### src/rtl/stopwatch_pkg.sv
// +------------------------------------------------------------------+
// | stopwatch_pkg: shared types and constants for stopwatch_ms        |
// | Rev 1.0                                                           |
// +------------------------------------------------------------------+
`default_nettype none

package stopwatch_pkg;

  typedef enum logic [1:0] {
    IDLE    = 2'd0,
    RUNNING = 2'd1,
    PAUSED  = 2'd2
  } state_e;

  typedef logic [3:0] bcd_t;

  localparam bcd_t UNITS_MAX = 4'd9;
  localparam bcd_t TENS_MAX  = 4'd5;

  // Advance one BCD digit, wrapping to zero past its maximum.
  function automatic bcd_t digit_inc(input bcd_t d, input bcd_t max);
    return (d == max) ? 4'd0 : bcd_t'(d + 4'd1);
  endfunction

endpackage

`default_nettype wire

### src/rtl/btn_edge.sv
// +------------------------------------------------------------------+
// | btn_edge: optional 2-FF synchronizer plus rising-edge detector    |
// | Rev 1.0                                                           |
// +------------------------------------------------------------------+
`default_nettype none

module btn_edge #(
  parameter int SYNC = 1
) (
  input  logic clk,
  input  logic R,
  input  logic btn,
  output logic pulse
);

  logic lvl;
  logic prev_q;
  logic init_q;

  // The first sample after reset primes every stage, so a held level gives no edge.
  generate
    if (SYNC != 0) begin : g_sync2
      logic s1_q, s2_q;
      always_ff @(posedge clk) begin
        if (R) begin
          s1_q <= 1'b0;
          s2_q <= 1'b0;
        end else if (!init_q) begin
          s1_q <= btn;
          s2_q <= btn;
        end else begin
          s1_q <= btn;
          s2_q <= s1_q;
        end
      end
      assign lvl = s2_q;
    end else begin : g_sync1
      logic s1_q;
      always_ff @(posedge clk) begin
        if (R) s1_q <= 1'b0;
        else   s1_q <= btn;
      end
      assign lvl = s1_q;
    end
  endgenerate

  always_ff @(posedge clk) begin
    if (R) begin
      prev_q <= 1'b0;
      init_q <= 1'b0;
    end else if (!init_q) begin
      prev_q <= btn;
      init_q <= 1'b1;
    end else begin
      prev_q <= lvl;
    end
  end

  assign pulse = init_q & lvl & ~prev_q;

endmodule

`default_nettype wire

### src/rtl/stopwatch_ms.sv
// +------------------------------------------------------------------+
// | stopwatch_ms: MM:SS BCD up-counting stopwatch with lap freeze     |
// | Rev 1.0                                                           |
// +------------------------------------------------------------------+
`default_nettype none

module stopwatch_ms
  import stopwatch_pkg::*;
#(
  parameter int SYNC = 1
) (
  input  logic        clk,
  input  logic        R,
  input  logic        ce1s,
  input  logic        BTN_ss,
  input  logic        BTN_lap,
  input  logic        BTN_clr,
  output logic [15:0] dat,
  output logic        RUN,
  output logic        LAP,
  output logic        CO
);

  logic ss_p, lap_p, clr_p;

  btn_edge #(.SYNC(SYNC)) u_ss  (.clk(clk), .R(R), .btn(BTN_ss),  .pulse(ss_p));
  btn_edge #(.SYNC(SYNC)) u_lap (.clk(clk), .R(R), .btn(BTN_lap), .pulse(lap_p));
  btn_edge #(.SYNC(SYNC)) u_clr (.clk(clk), .R(R), .btn(BTN_clr), .pulse(clr_p));

  state_e      state_q, state_d;
  logic [15:0] count_q, count_d;
  logic [15:0] lap_q, lap_d;
  logic        hold_q, hold_d;
  logic        co_q, co_d;

  logic [15:0] count_inc;
  logic        wrap;

  // Ripple carry through the four BCD digits.
  always_comb begin
    count_inc       = count_q;
    wrap            = 1'b0;
    count_inc[3:0]  = digit_inc(count_q[3:0], UNITS_MAX);
    if (count_q[3:0] == UNITS_MAX) begin
      count_inc[7:4] = digit_inc(count_q[7:4], TENS_MAX);
      if (count_q[7:4] == TENS_MAX) begin
        count_inc[11:8] = digit_inc(count_q[11:8], UNITS_MAX);
        if (count_q[11:8] == UNITS_MAX) begin
          count_inc[15:12] = digit_inc(count_q[15:12], TENS_MAX);
          wrap             = (count_q[15:12] == TENS_MAX);
        end
      end
    end
  end

  always_comb begin
    state_d = state_q;
    count_d = count_q;
    lap_d   = lap_q;
    hold_d  = hold_q;
    co_d    = 1'b0;

    // Counting follows the registered state, independent of this cycle's buttons.
    if (ce1s && state_q == RUNNING) begin
      count_d = count_inc;
      co_d    = wrap;
    end

    if (clr_p) begin
      hold_d = 1'b0;
      if (state_q == PAUSED) begin
        state_d = IDLE;
        count_d = '0;
        lap_d   = '0;
      end
    end else if (ss_p) begin
      unique case (state_q)
        IDLE:    state_d = RUNNING;
        RUNNING: state_d = PAUSED;
        PAUSED:  state_d = RUNNING;
        default: state_d = IDLE;
      endcase
    end else if (lap_p) begin
      if (state_q == RUNNING) begin
        hold_d = ~hold_q;
        if (!hold_q) lap_d = count_q;
      end else begin
        hold_d = 1'b0;
      end
    end
  end

  always_ff @(posedge clk) begin
    if (R) begin
      state_q <= IDLE;
      count_q <= '0;
      lap_q   <= '0;
      hold_q  <= 1'b0;
      co_q    <= 1'b0;
    end else begin
      state_q <= state_d;
      count_q <= count_d;
      lap_q   <= lap_d;
      hold_q  <= hold_d;
      co_q    <= co_d;
    end
  end

  assign dat = hold_q ? lap_q : count_q;
  assign RUN = (state_q == RUNNING);
  assign LAP = hold_q;
  assign CO  = co_q;

endmodule

`default_nettype wire

### config.mk
export PLATFORM = sky130hd
export DESIGN_NAME = stopwatch_ms
export DESIGN_NICKNAME = d
export VERILOG_FILES = /design/src/rtl/stopwatch_pkg.sv /design/src/rtl/btn_edge.sv /design/src/rtl/stopwatch_ms.sv
export SDC_FILE = /design/constraint.sdc
export NUM_CORES = 1
export LEC_CHECK = 0
export ABC_AREA = 1
export ABC_CLOCK_PERIOD_IN_PS = 1200
export CORE_MARGIN = 5
export CORE_UTILIZATION = 45
export DETAILED_ROUTE_END_ITERATION = 8
export PLACE_DENSITY_LB_ADDON = 0.05
export SKIP_LAST_GASP = 1
export SYNTH_ARGS = -nofsm -noshare
export SYNTH_HDL_FRONTEND = slang
export SYNTH_SLANG_ARGS = --single-unit
### constraint.sdc
create_clock -name clk -period 1.2 [get_ports clk]
set_input_delay 0.24 -clock clk [delete_from_list [all_inputs] [get_ports clk]]
set_output_delay 0.24 -clock clk [all_outputs]
set_load 0.005 [all_outputs]
# == After elaboration in Yosys (flattened, before gate mapping) ==
# Index checks and enable logic that the tools add are counted.
# Widths: inputs -> output; s select.
# totals
reg_bits,46
input_bits,6
output_inout_bits,19
wordCells,81
# classes
addsub,4
eq_ne,8
mux,28
bitwise_logic,15
n_reduce_logical,11
# ops
op,n
$mux 16,9
$mux 4,5
$add 4x1->4 const B,4
$mux 12,1
$not 1->1,9
$eq 4x3->1 const B,2
$eq 4x4->1 const B,2
$mux 1,8
$mux 8,1
$and 1x1->1,6
$mux 2,3
$reduce_bool 2->1,3
$reduce_or 5->1,1
$ne 2x1->1 const B,2
$pmux 2 s2,1
$reduce_and 2->1,2
$reduce_and 4->1,1
$reduce_or 2->1,2
$eq 2x1->1 const B,1
$eq 2x2->1 const B,1
$logic_not 2->1,1
$logic_and 1x1->1,1

# == Longest topological paths before layout ==
# logic_depth
word_depth,8
ltp_mapped,10
ltp_nobuf,9

# == Cells and area by module ==
# A second synthesis with hierarchy kept.
# unflattened
hier_cells,314
area_unflattened_um2,2238.4
# modules_own_cells
mod,instances,cells_per_inst,area_each_um2,seq_area_each_um2
stopwatch_ms,1,272,1848.0,720.7
btn_edge,3,14,130.1,80.1

# == Worst setup path before layout ==
# OpenSTA, ideal clock, no wires.
# synth_timing
kind,reg-to-reg
startpoint,reg u_lap.init_q
endpoint,reg lap_q[10]
arrival_time_ns,1.076
t_required_ns,1.085
slack_ns,0.009
path_stages_with_launch,9
n_path_buf,2
cell_sequence,dfxtp_1 buf_6 nand2_2 nor2_2 nor2_4 nand3_4 buf_4 a21oi_1 nor2_1
# synth_between
elab_chain_cells,4
# synth_rtl
element,line_no,text
from (decl),btn_edge.sv:18,logic init_q;
from (signal assigned),btn_edge.sv:50,init_q <= 1'b0;
from (signal assigned),btn_edge.sv:53,init_q <= 1'b1;
$and 1x1->1 (2 in series),n/a,
$ne 2x1->1 (no line) or $reduce_bool 2->1 (tied branches),n/a,
$reduce_and 4->1 (no line),n/a,
to (signal assigned),stopwatch_ms.sv:103,lap_q <= lap_d;
to (decl),stopwatch_ms.sv:32,"logic [15:0] lap_q, lap_d;"
# Several ways; a longest one is shown, not always the timed one.
# A chain may end at the register's enable or synchronous reset.

# == Worst setup path after layout ==
# layout_timing
startpoint,"reg hold_q, in the netlist LAP"
endpoint,out dat[15]
# layout_between
elab_chain_cells,1
# layout_rtl
element,line_no,text
from (decl),stopwatch_ms.sv:33,"logic hold_q, hold_d;"
from (signal assigned),stopwatch_ms.sv:104,hold_q <= hold_d;
$mux 16,n/a,
to (decl),stopwatch_ms.sv:18,"output logic [15:0] dat,"
# Every way passes these cells.

==> metrics.md <==
| Metric | Value |
|---|---|
| Initial antenna violation count | 0 |
| Gr usage total | 20.7% |
| Layout Utilization | 82.2% |
| Vias/cell | 5.17 |
| Placed Cells | 485 |
| Fin crit share | 126% |
| Post-route setup TNS | -8.22 ns |
| Initial Util | 45.7% |
| Synth Area in Compound Gates | 12.3% |
| Placed wire-length estimate | 3.77 mm |
| Adder-Cell Fraction of Synth Area | 0% |
| Worst vdd ir | 0.838 mV |
| Port buffer count | 24 |
| Leak | 1.94 nW |
| Failing checks | setup timing |
| Drt wl/cell | 15.4 um |
| Placed Instance Area | 0.00306 mm2 |
| H-tree levels | 2 |
| Diode count | 0 |
| Critical path's top delay family | buffers and inverters |
| Antenna-violating nets left | 0 |
| Hold_ws | 0.450 ns |
| Slew HR | 79.3% |
| Actual slew at the worst max-slew pin | 0.310 ns |
| Die area | 0.00661 mm2 |
| Final Hold Vio Count | 0 |
| Worst-path cell chain | buf_6, clkbuf_16, o21ai_2, buf_2 |
| Critical path peak fanout | 7 |
| Crit start category | register |
| Cell count after synthesis | 339 |
| First-pass GRT wire length | 10.5 mm |
| Largest net degree at the start of global routing | 21 |
| Drt first-iter violations | 262 |
| Status | finished, violations left |
| Area Growth Syn to Fin | 79.8% |
| # IOs | 25 |
| Share of layout cells above drive strength 1 | 58.0% |
| Final WL | 8.12 mm |
| Nets | 463 |
| Gpl congestion | 0.826 |
| Pre-CTS WS | -0.450 ns |
| Bufs on Longest Clock Path | 2 |
| Distinct cells, synth | 24 |
| Setup ws final | -0.314 ns |
| # DRC | 0 |
| Row cnt | 26 |
| Skew-Pair Late Insertion Delay | 0.30 ns |
| Power, Total | 2.95 mW |
| Drt first pass iters | 4 |
| Required time worst endpoint | 0.96 ns |
| Chip width | 81.3 um |
| Vias in the first global route | 2330 |
| Cell area power density | 716 mW/mm2 |
| CP max stage cell | dfxtp_4 |
| Worst path bufs/invs | 3 |
| Core footprint | 0.00501 mm2 |
| Num CTS Buffers | 5 |
| Die H | 81.3 um |
| FF+latch count, synth | 46 |
| Final Skew | 0.0115 ns |
| Setup-failing EPs final | 49 |
| Clk sinks | 46 |
| RSZ-0062 raised after global routing | true |
| Hold/Removal Path Class | reg2reg |
| Setup Crit Path Kind | reg2out |
| Tmin final | 1.51 ns |
| Max Cap Viol | 0 |
| DR vias | 2724 |
| Synthesized area per cell | 6.75 um2 |
| Synthesized cell area | 0.00229 mm2 |
| CTS tree | yes |
| Crit end category | output port |
| Synth Net Count | 345 |
| Synth Area in Simple Gates | 35.2% |
| Filler cells | 305 |
| Mux cell area share after synthesis | 0% |
| CP peak stage delay | 0.40 ns |
| Final instance area | 0.00412 mm2 |
| Largest family of logic cells by synthesized area | simple AND/OR/NAND/NOR gates |
| CP arrival | 1.27 ns |
| Post-synthesis sequential area ratio | 40.2% |
| Max Fclk | 661 MHz |
| Grt total ovfl | 0 |
| Fin cells | 527 |
| Final Max Slew Viols | 0 |
| Post-synthesis xor/xnor area fraction | 0% |
| Synth warn | 0 |
| Root Buffer | clkbuf_8 |
| Worst-path clk slew | 0.08 ns |
-- cells by family (layout without fill, tap and decap cells) --
family                 count (synthesis)  after routing
AO/OA/AOI/OAI                         55             55
buffers and inverters                 65            183
flip-flops                            46             46
AND/OR/NAND/NOR                      173            173
-- flip-flops by register name, summed over array words and instances (netlist names) --
signal / flops
state_q: 2
u_lap.g_sync2.s1_q: 1
CO: 1
u_lap.prev_q: 1
u_ss.g_sync2.s2_q: 1
u_lap.init_q: 1
u_clr.g_sync2.s1_q: 1
u_clr.prev_q: 1
u_ss.prev_q: 1
LAP: 1
u_ss.g_sync2.s1_q: 1
count_q: 16
u_clr.g_sync2.s2_q: 1
lap_q: 16
u_lap.g_sync2.s2_q: 1
-- cell usage in the layout, fill, tap and decap left out, types with 9 or more instances in the layout --
cell type and n:
buf_6 20, o21ai_2 14, nor2_4 12, buf_4 67
inv_2 10, nand3_2 10, dfxtp_2 10, nand3_1 10
a21oi_2 13, nand2_4 12, nor2_1 38, nand2_2 29
nand2_1 42, a21oi_1 13, dfxtp_1 34, clkbuf_2 9
inv_1 39, buf_2 9, o21ai_4 10
-- cell usage after synthesis --
| cell | n | area [um2] |
|---|---|---|
| nand4_1 | 3 | 18.8 |
| nand2_1 | 80 | 300 |
| nor2_8 | 1 | 20.0 |
| nor3_1 | 6 | 30.0 |
| o21bai_1 | 1 | 7.51 |
| dfxtp_1 | 46 | 921 |
| nand2_4 | 2 | 22.5 |
| nand2_2 | 4 | 25.0 |
| inv_1 | 49 | 184 |
| nand3_2 | 1 | 10.0 |
| nor2_4 | 4 | 45.0 |
| nor2_2 | 2 | 12.5 |
| o21ai_0 | 26 | 130 |
| a21oi_1 | 27 | 135 |
| clkbuf_1 | 3 | 11.3 |
| nand3_4 | 2 | 35.0 |
| buf_6 | 3 | 33.8 |
| o211a_1 | 1 | 10.0 |
| inv_2 | 4 | 15.0 |
| buf_4 | 2 | 15.0 |
| buf_2 | 4 | 20.0 |
| nor2_1 | 47 | 176 |
| nand3_1 | 20 | 100 |
| nand3b_2 | 1 | 11.3 |
-- worst paths after layout --
path | start | end | slack (ns) | cells after the start
max reg2reg | count_q[11] | count_q[15] | -0.25 | 9
max | LAP | dat[15] | -0.31 | 4
min reg2reg | u_lap.g_sync2.s1_q | u_lap.g_sync2.s2_q | 0.45 | 2
min | u_lap.g_sync2.s1_q | u_lap.g_sync2.s2_q | 0.45 | 2
-- what timing repair did --
| action | 4_1_cts | 5_1_grt |
|---|---|---|
| endpoints found under the hold margin | 0 | 0 |
| buffers inserted | 18 | 11 |
| gates resized for setup | 167 | 118 |
| setup endpoints to repair | 51 | 54 |
| pin swaps | 35 | 45 |
| hold buffers | 0 | 0 |
| cloned | 3 | 5 |
-- cell type report --
| class | count | area, um2 | area share [%] |
|---|---|---|---|
| Inverter | 53 | 216 | 5.26 |
| Timing Repair inverter | 1 | 8.76 | 0.213 |
| Timing Repair Buffer | 122 | 1130 | 27.5 |
| Clock buffer | 7 | 76.3 | 1.85 |
| Sequential cell | 46 | 941 | 22.9 |
| Multi-Input combinational cell | 228 | 1660 | 40.2 |
| Tap cell | 70 | 87.6 | 2.13 |
-- routing by layer --
layer,global-route usage [%],up-vias,part of all wire (%)
li1,-,1302,-
met1,24.1,1304,39
met2,36.8,99,53
met3,3.77,19,5.7
met4,8.61,0,2.5
met5,0,-,0
-- where the power goes --
part	leakage, nW	internal, mW	total (mW)	switching (mW)
Sequential	0.379	1.55	1.58	0.0272
Clock	0.0383	0.403	0.923	0.521
Combinational	1.53	0.217	0.443	0.226
Total	1.94	2.17	2.95	0.773
-- worst reg2reg max path, stage by stage, from the launching register on --
cell	delay, ns
dfxtp_2	0.36
buf_4	0.13
nand2_1	0.10
nor2_4	0.15
nand2_2	0.08
nor2_4	0.19
nand2_1	0.10
nand2_1	0.08
nand2_1	0.05
nor2_1	0.13
(Power assumes the default switching activity.)
